<file path="config.mk">
export PLATFORM = sky130hd
export DESIGN_NAME = traffic_ctrl
export DESIGN_NICKNAME = d
export VERILOG_FILES = /design/src/rtl/traffic_pkg.sv /design/src/rtl/traffic_sync.sv /design/src/rtl/traffic_ctrl.sv
export SDC_FILE = /design/constraint.sdc
export NUM_CORES = 1
export LEC_CHECK = 0
export ABC_AREA = 1
export CAP_MARGIN = 0
export CORE_AREA = 2 2 39 41
export DETAILED_ROUTE_END_ITERATION = 10
export DIE_AREA = 0 0 41 43
export GPL_ROUTABILITY_DRIVEN = 0
export PLACE_DENSITY = 0.61
export SYNTH_ARGS = -nofsm -noshare
export SYNTH_HDL_FRONTEND = slang
export SYNTH_HIERARCHICAL = 1
export SYNTH_SLANG_ARGS = --single-unit
</file>
<file path="constraint.sdc">
create_clock -name clk -period 3.2 [get_ports clk]
set_input_delay 0.48 -clock clk [delete_from_list [all_inputs] [get_ports clk]]
set_output_delay 0.48 -clock clk [all_outputs]
set_load 0.02 [all_outputs]
</file>
<file path="src/rtl/traffic_pkg.sv">
// Shared encodings for the highway/farm-road traffic-light controller.
package traffic_pkg;

  typedef logic [1:0] light_t;

  localparam light_t GREEN  = 2'b00;
  localparam light_t YELLOW = 2'b01;
  localparam light_t RED    = 2'b10;

  typedef enum logic [1:0] {
    HG = 2'd0,
    HY = 2'd1,
    FG = 2'd2,
    FY = 2'd3
  } state_t;

endpackage

</file>
<file path="src/rtl/traffic_sync.sv">
// N-flop synchronizer for asynchronous sensor/button inputs.
// Asynchronous active-low reset clears every stage to 0.
module traffic_sync #(
  parameter int unsigned N = 2
) (
  input  logic clk,
  input  logic rst_n,
  input  logic d,
  output logic q
);

  logic [N-1:0] ff;

  always_ff @(posedge clk or negedge rst_n) begin
    if (!rst_n) ff <= '0;
    else        ff <= {ff[N-2:0], d};
  end

  assign q = ff[N-1];

endmodule

</file>
<file path="src/rtl/traffic_ctrl.sv">
// Four-phase highway/farm-road controller driving a shared interval timer.
// Optional pedestrian request/walk lamp enabled by defining TRAFFIC_PED_EN.
module traffic_ctrl
  import traffic_pkg::*;
#(
  parameter int unsigned SYNC_STAGES = 2
) (
  input  logic       clk,
  input  logic       rst_n,
  input  logic       car,
  input  logic       tl,
  input  logic       ts,
  output logic       sc,
  output logic [1:0] hl,
  output logic [1:0] fl,
  output logic [1:0] state
`ifdef TRAFFIC_PED_EN
  ,
  input  logic       ped,
  output logic       walk
`endif
);

  state_t cur, nxt;
  logic   car_s, car_req, min_done;
  logic   hg_req, fg_early, enter_fg, enter_fy;

  traffic_sync #(.N(SYNC_STAGES)) u_car_sync (
    .clk   (clk),
    .rst_n (rst_n),
    .d     (car),
    .q     (car_s)
  );

`ifdef TRAFFIC_PED_EN
  logic ped_s, ped_req;

  traffic_sync #(.N(SYNC_STAGES)) u_ped_sync (
    .clk   (clk),
    .rst_n (rst_n),
    .d     (ped),
    .q     (ped_s)
  );

  assign hg_req   = car_req | ped_req;
  // An active walk phase holds the farm road green until the long timer expires.
  assign fg_early = ~walk;

  always_ff @(posedge clk or negedge rst_n) begin
    if (!rst_n) begin
      ped_req <= 1'b0;
      walk    <= 1'b0;
    end else begin
      if (enter_fy)   ped_req <= 1'b0;
      else if (ped_s) ped_req <= 1'b1;
      if (enter_fg)      walk <= ped_req;
      else if (enter_fy) walk <= 1'b0;
    end
  end
`else
  assign hg_req   = car_req;
  assign fg_early = 1'b1;
`endif

  always_comb begin
    nxt = cur;
    sc  = 1'b0;
    hl  = RED;
    fl  = RED;
    unique case (cur)
      HG: begin
        hl = GREEN;
        if (tl && hg_req) begin
          sc  = 1'b1;
          nxt = HY;
        end
      end
      HY: begin
        hl = YELLOW;
        if (ts) begin
          sc  = 1'b1;
          nxt = FG;
        end
      end
      FG: begin
        fl = GREEN;
        if (tl || (fg_early && min_done && !car_s)) begin
          sc  = 1'b1;
          nxt = FY;
        end
      end
      FY: begin
        fl = YELLOW;
        if (ts) begin
          sc  = 1'b1;
          nxt = HG;
        end
      end
      default: begin
        nxt = HG;
      end
    endcase
  end

  assign enter_fg = (cur == HY) && sc;
  assign enter_fy = (cur == FG) && sc;
  assign state    = cur;

  // Clearing on FG entry takes priority over a new sensor request in the same cycle.
  always_ff @(posedge clk or negedge rst_n) begin
    if (!rst_n) begin
      cur      <= HG;
      car_req  <= 1'b0;
      min_done <= 1'b0;
    end else begin
      cur <= nxt;
      if (enter_fg)                  car_req <= 1'b0;
      else if (car_s && cur != FG)   car_req <= 1'b1;
      if (enter_fg)                  min_done <= 1'b0;
      else if (cur == FG && ts)      min_done <= 1'b1;
    end
  end

endmodule

</file>
==> flow_summary.rst, run 1 <==
.. list-table::
   :header-rows: 1

   * - Metric
     - Value
   * - Number of buffers inserted to repair setup after CTS
     - 0
   * - Register bit total from synthesis
     - 6
   * - Antenna violations before repair
     - 0
   * - Maximum number of pins on one net before global-route repair
     - 8
   * - Most frequent cells in the layout
     - sky130_fd_sc_hd__clkdlybuf4s50_1 (11), sky130_fd_sc_hd__inv_1 (8), sky130_fd_sc_hd__nand2_1 (8), sky130_fd_sc_hd__ha_1 (7)
   * - Antenna diode count
     - 0
   * - Delay contributed by the slowest stage of the critical path
     - 620 ps
   * - Capturing element type of the critical path
     - output pin
   * - Total Wirelength
     - 640 microns
   * - Worst slew margin relative to its limit
     - 0.825
   * - Synthesized-area fraction occupied by and/or/nand/nor cells
     - 0.187
   * - # fillers
     - 168
   * - Total number of yosys warnings
     - 6
   * - Count of unresolved DRC violations after routing
     - 0
   * - FMAX
     - 399 MHz
   * - Cell type with the highest occurrence count on the critical path
     - sky130_fd_sc_hd__nor2_1
   * - Setup-failing EPs final
     - 0
   * - Detail Placement HPWL
     - 537 microns
   * - Final core occ
     - 0.391
   * - Overall power
     - 571 uW
   * - Summed negative setup slack over all endpoints
     - 0 ps
   * - Clock Root Buffer
     - sky130_fd_sc_hd__clkbuf_4
   * - Per-cell via count in the routed design
     - 4.07
   * - Syn_nets
     - 58
   * - CP Data Required Time
     - 2720 ps
   * - Total Routing Usage GR
     - 0.0903
   * - List of cells traversed by the critical path
     - inv_1 -> ha_1 -> nor2_1 -> nor2_1 -> nor2_1 -> a21boi_0 -> clkdlybuf4s50_1
   * - Adder and majority cell fraction of the synthesized area
     - 0.226
   * - Power per unit of standard cell area
     - 1060 nW/um^2
   * - CTS buffer count
     - 3
   * - Final global-route overflow total
     - 0
   * - Hold crit path type
     - flop to flop
   * - Fraction of synthesized cell area taken by the top area cell type
     - 0.387
   * - Per-cell routed wire length
     - 8.42 microns
   * - Post-route ant nets
     - 0
   * - Iteration count of the initial detailed-routing pass
     - 3
   * - Syn Inst Count
     - 46
   * - Bufs on Longest Clock Path
     - 2
   * - Setup clock skew after layout
     - 3.45 ps
   * - Nets
     - 74
   * - Layout cells sized above 1
     - 0.100
   * - Synth unique cells
     - 13
   * - Number of max-slew violations in the final report
     - 0
   * - Starting Density
     - 0.280
   * - Setup repair after global routing missed its margin
     - false
   * - Share of the synthesized area in compound gates (AO/OA/AOI/OAI)
     - 0.113
   * - Highest ir drop seen on vdd
     - 409 uV
   * - Syn avg cell area
     - 8.43 sq um
   * - Later-pin clock latency in the skew report
     - 230 ps
   * - Xor and xnor area share after synthesis
     - 0
   * - Dominant combinational cell family by area after synthesis
     - adder cells
   * - Initial drt markers
     - 1
   * - Slew at the pin with the worst max-slew slack
     - 262 ps
   * - Final clock period utilization by the worst path
     - 0.783
   * - Die height
     - 43 microns
   * - Overall die width
     - 41 microns
   * - Number of buffers inserted by port buffering
     - 11
   * - Count of maximum capacitance violations
     - 0
   * - Number of H-tree branching levels
     - 1
   * - Startpoint Class
     - flop
   * - Most common cell after layout, fill and taps aside
     - sky130_fd_sc_hd__clkdlybuf4s50_1
   * - Min cycle time layout
     - 2500 ps
   * - Final hold violation count
     - 0
   * - Cell area after synthesis
     - 388 sq um
   * - TritonCTS clock tree
     - yes
   * - Critical Setup Path Class
     - flop to output pin
   * - Std cell rows
     - 14
   * - Cells taking the most area after synthesis
     - sky130_fd_sc_hd__dfrtp_1 (39%), sky130_fd_sc_hd__ha_1 (23%), sky130_fd_sc_hd__inv_1 (7.7%), sky130_fd_sc_hd__nand2_1 (7.7%), sky130_fd_sc_hd__nor2_1 (5.8%)
   * - Clock Sinks
     - 6
   * - CTS hold repair buffers
     - 0
   * - Core area
     - 1380 sq um
   * - Fraction of the yosys area taken by sequential cells
     - 0.387
   * - Via count
     - 309
   * - Critical-path maximum fanout
     - 6
   * - Number of cells upsized or downsized after cts
     - 0
   * - Multiplexer share of the synthesized area
     - 0
   * - First-pass GRT wire length
     - 1060 microns
   * - Data arrival, critical path
     - 2020 ps
   * - Crit path max-delay cell type
     - sky130_fd_sc_hd__clkdlybuf4s50_1
   * - Cell type contributing the most total cell area after synthesis
     - sky130_fd_sc_hd__dfrtp_1
   * - Static power due to leakage
     - 0.000285 uW
   * - Area growth from synthesis to layout
     - 39.4%
   * - Die Outline Area
     - 1760 sq um
   * - Clock input transition at the sequential cells of the worst setup and hold paths
     - 40 ps
   * - Outcome
     - finished, final reports clean
   * - Vias in the first global route
     - 294
   * - Boundary pin count
     - 12
## synth_stat cells
cell type	number
sky130_fd_sc_hd__o21ai_1	2
sky130_fd_sc_hd__dfrtp_1	6
sky130_fd_sc_hd__o21ai_2	1
sky130_fd_sc_hd__inv_2	1
sky130_fd_sc_hd__inv_1	8
sky130_fd_sc_hd__a21o_1	1
sky130_fd_sc_hd__nand2_1	8
sky130_fd_sc_hd__a21boi_0	1
sky130_fd_sc_hd__nand3_1	2
sky130_fd_sc_hd__nand3_2	1
sky130_fd_sc_hd__ha_1	7
sky130_fd_sc_hd__nor2_1	6
sky130_fd_sc_hd__o21ai_0	2
## through the flow
step / instances / setup WS (ps) / area (sq um) / hold slack (ps)
global placement: 73 / 773 / 518 / 337
CTS: 76 / 649 / 541 / 347
finish: 76 / 696 / 541 / 345
floorplan: 46 / 1200 / 388 / 184
detailed placement: 73 / 727 / 518 / 337
global route: 76 / 574 / 541 / 367
## cells by family (layout without fill, tap and decap cells)
family	count (synthesis)	after routing
simple gates	17	17
buf+inv	9	23
compound gates	7	7
fa+ha+maj	7	7
flops	6	6
## layer usage
layer	track usage	share of wire	vias to the layer above	wire, microns
li1	-	-	171	-
met1	0.103	0.48	131	308
met2	0.134	0.47	7	300
met3	0.0157	0.048	0	31
met4	0.0800	0	0	0
met5	0	0	-	0
## flip-flops by register name, indices dropped and copies added (netlist names)
signal	count
car_req	1
u_car_sync/ff	2
state	2
min_done	1
## where the power goes
group	switching (uW)	total (uW)	internal (uW)	leakage, uW
clock network	23.2	65.4	42.1	0.0000138
logic	206	376	170	0.000201
registers	25.9	130	104	0.0000695
total	255	571	316	0.000285
## cell type report
type / instances / area [sq um] / area share
clock buffer: 3 / 22.5 / 0.0417
inverter: 9 / 33.8 / 0.0625
multi-input combinational: 31 / 204 / 0.377
sequential: 6 / 150 / 0.278
tap: 16 / 20.0 / 0.0370
timing repair buffer: 11 / 110 / 0.204
## critical path, delay by kind of cell, from the launching register on
family                   cells  cell delay, ps
AND/OR/NAND/NOR              3             210
buffers and inverters        2             760
flip-flops                   1             430
AO/OA/AOI/OAI                1             160
adder cells (fa/ha/maj)      1             230
## final timing paths
kind / depth (start not counted) / from / endpoint / slack, ps
max: 7 / state[1]$_DFFE_PN0P_ / sc / 700
min: 0 / u_car_sync/ff[0]$_DFF_PN0_ / u_car_sync/ff[1]$_DFF_PN0_ / 340
max reg2reg: 9 / state[1]$_DFFE_PN0P_ / car_req$_DFFE_PN0P_ / 1830
min reg2reg: 0 / u_car_sync/ff[0]$_DFF_PN0_ / u_car_sync/ff[1]$_DFF_PN0_ / 340
max in group asynchronous: 1 / rst_n / state[1]$_DFFE_PN0P_ / 2510
min in group asynchronous: 1 / rst_n / car_req$_DFFE_PN0P_ / 480
Power figures use the tool's default switching activity.
==> run 2, diff against run 1 <==
PLACE_DENSITY = 0.63   (was 0.61)
clock period = 2.2 ns   (was 3.2 ns; I/O delays follow)
==> run 2 against run 1 <==
Hold slack worse by 11 ps; cell count is 1.3% higher; worst setup slack worse by 580 ps; register-to-register slack worse by 1000 ps; wire length is 2.7% higher; critical endpoint is now fl[1]; die area stayed put; final area is 0.69% higher; largest power group unchanged; global-route usage is 0.41 points lower; first-iteration DRC count stayed put; sequential share of layout area hardly changed; clock power is 46% higher; sequential power is 48% higher.
==> flow_summary.rst, run 2 (synthesis gave the netlist of run 1 again) <==
.. list-table::
   :header-rows: 1

   * - Metric
     - Value
   * - Total Routing Usage GR
     - 0.0862
   * - Data arrival, critical path
     - 1760 ps
   * - Boundary pin count
     - 12
   * - Number of buffers inserted by port buffering
     - 11
   * - Std cell rows
     - 14
   * - Critical-path maximum fanout
     - 7
   * - Highest ir drop seen on vdd
     - 561 uV
   * - Clock power share
     - 0.115
   * - Summed negative setup slack over all endpoints
     - 0 ps
   * - Later-pin clock latency in the skew report
     - 230 ps
   * - Nets
     - 75
   * - Power per unit of standard cell area
     - 1530 nW/um^2
   * - Setup repair after global routing missed its margin
     - false
   * - CTS hold repair buffers
     - 0
   * - Total net switching power
     - 379 uW
   * - TritonCTS clock tree
     - yes
   * - Antenna diode count
     - 0
   * - Delay contributed by the slowest stage of the critical path
     - 600 ps
   * - Overall die width
     - 41 microns
   * - Static power due to leakage
     - 0.000288 uW
   * - Outcome
     - finished, final reports clean
   * - Slew at the pin with the worst max-slew slack
     - 271 ps
   * - Area growth from synthesis to layout
     - 40.3%
   * - Most frequent cells in the layout
     - sky130_fd_sc_hd__clkdlybuf4s50_1 (10), sky130_fd_sc_hd__inv_1 (8), sky130_fd_sc_hd__nand2_1 (8), sky130_fd_sc_hd__ha_1 (7), sky130_fd_sc_hd__nor2_1 (6)
   * - Final setup margin
     - 111 ps
   * - Clock Sinks
     - 6
   * - Most common cell after layout, fill and taps aside
     - sky130_fd_sc_hd__clkdlybuf4s50_1
   * - Hold crit path type
     - primary input to async pin
   * - Starting Density
     - 0.280
   * - Number of buffer and inverter stages on the critical path
     - 2
   * - Die height
     - 43 microns
   * - Clock input transition at the sequential cells of the worst setup and hold paths
     - 40 ps
   * - Fraction of power consumed by sequential logic
     - 0.230
   * - Final global-route overflow total
     - 0
   * - Number of H-tree branching levels
     - 1
   * - Detail Placement HPWL
     - 557 microns
   * - FMAX
     - 479 MHz
   * - Worst slew margin relative to its limit
     - 0.819
   * - List of cells traversed by the critical path
     - inv_1 -> ha_1 -> nor2_1 -> clkdlybuf4s50_1
   * - Logic gate share of total power
     - 0.655
   * - Number of cells upsized or downsized after cts
     - 1
   * - Die Outline Area
     - 1760 sq um
   * - Setup-failing EPs final
     - 0
   * - Total Wirelength
     - 657 microns
   * - Antenna violations before repair
     - 0
   * - Internal cell power
     - 455 uW
   * - Post-Place Worst Slack
     - 64.8 ps
   * - Vias in the first global route
     - 295
   * - Capturing element type of the critical path
     - output pin
   * - Per-cell via count in the routed design
     - 4.13
   * - Switch share
     - 0.455
   * - Post-route ant nets
     - 0
   * - Largest delay share family, worst path
     - buffers and inverters
   * - Layout cells sized above 1
     - 0.148
   * - CP Data Required Time
     - 1870 ps
   * - Number of buffers inserted to repair setup after CTS
     - 0
   * - Iteration count of the initial detailed-routing pass
     - 2
   * - Number of max-slew violations in the final report
     - 0
   * - Setup clock skew after layout
     - 3.01 ps
   * - Maximum number of pins on one net before global-route repair
     - 8
   * - Initial drt markers
     - 1
   * - Core area
     - 1380 sq um
   * - Clock Root Buffer
     - sky130_fd_sc_hd__clkbuf_4
   * - Critical Setup Path Class
     - flop to output pin
   * - First-pass GRT wire length
     - 1050 microns
   * - Via count
     - 318
   * - Startpoint Class
     - flop
   * - Count of unresolved DRC violations after routing
     - 0
   * - Min cycle time layout
     - 2090 ps
   * - CTS buffer count
     - 3
   * - Count of maximum capacitance violations
     - 0
   * - Per-cell routed wire length
     - 8.53 microns
   * - Crit path max-delay cell type
     - sky130_fd_sc_hd__clkdlybuf4s50_1
   * - Final hold violation count
     - 0
   * - Bufs on Longest Clock Path
     - 2
   * - Final clock period utilization by the worst path
     - 0.949
## run 2: cell count changes in the layout (fill, tap and decap cells not counted), sizes merged
cell | previous run | this run
clkdlybuf4s50 | 11 | 10
buf | 0 | 1
clkbuf | 3 | 4
## run 2: final cells by class
type	instances	area, sq um
Fill cell	144	840
Multi-Input combinational cell	31	204
Sequential cell	6	151
Timing Repair Buffer	12	113
Inverter	9	33.8
Clock buffer	3	22.5
Tap cell	16	20.0
## run 2: worst paths after layout
check	start	endpoint	slack (ps)	cells past startpoint
max	state[0]$_DFFE_PN0P_	fl[1]	110	4
min	rst_n	state[1]$_DFFE_PN0P_	330	1
max reg2reg	state[1]$_DFFE_PN0P_	state[0]$_DFFE_PN0P_	830	6
min reg2reg	u_car_sync/ff[0]$_DFF_PN0_	u_car_sync/ff[1]$_DFF_PN0_	350	0
max in group asynchronous	rst_n	state[0]$_DFFE_PN0P_	1630	1
min in group clk	u_car_sync/ff[0]$_DFF_PN0_	u_car_sync/ff[1]$_DFF_PN0_	350	0
## run 2: worst reg2reg max path, cell delays in order (launching register included)
cell	delay [ps]
sky130_fd_sc_hd__dfrtp_1	420
sky130_fd_sc_hd__inv_1	120
sky130_fd_sc_hd__ha_1	230
sky130_fd_sc_hd__o21ai_0	210
sky130_fd_sc_hd__nand3_2	140
sky130_fd_sc_hd__nand2_1	70
sky130_fd_sc_hd__o21ai_1	60
## run 2: routing by layer
metal | vias to the layer above | track usage | part of all wire
li1 | 172 | - | -
met1 | 142 | 0.103 | 0.42
met2 | 4 | 0.141 | 0.55
met3 | 0 | 0.0471 | 0.032
met4 | 0 | 0 | 0
met5 | - | 0 | 0
## run 2: stage by stage
stage	utilization	cells	area (sq um)	total power [uW]	hold slack, ps
final	0.393	77	544	834	334
after global routing	0.393	77	544	913	354
after CTS	0.395	77	547	849	333
after detailed placement	0.380	74	526	760	337
after global placement	0.380	74	526	757	332
after floorplan	-	46	388	538	34.4
## run 2: power groups by stage
stage	clock (uW)	combinational, uW	sequential, uW
after floorplan	0	331	207
after global placement	0	564	193
after detailed placement	0	568	192
after CTS	102	557	190
after global routing	105	610	197
final	95.5	546	192
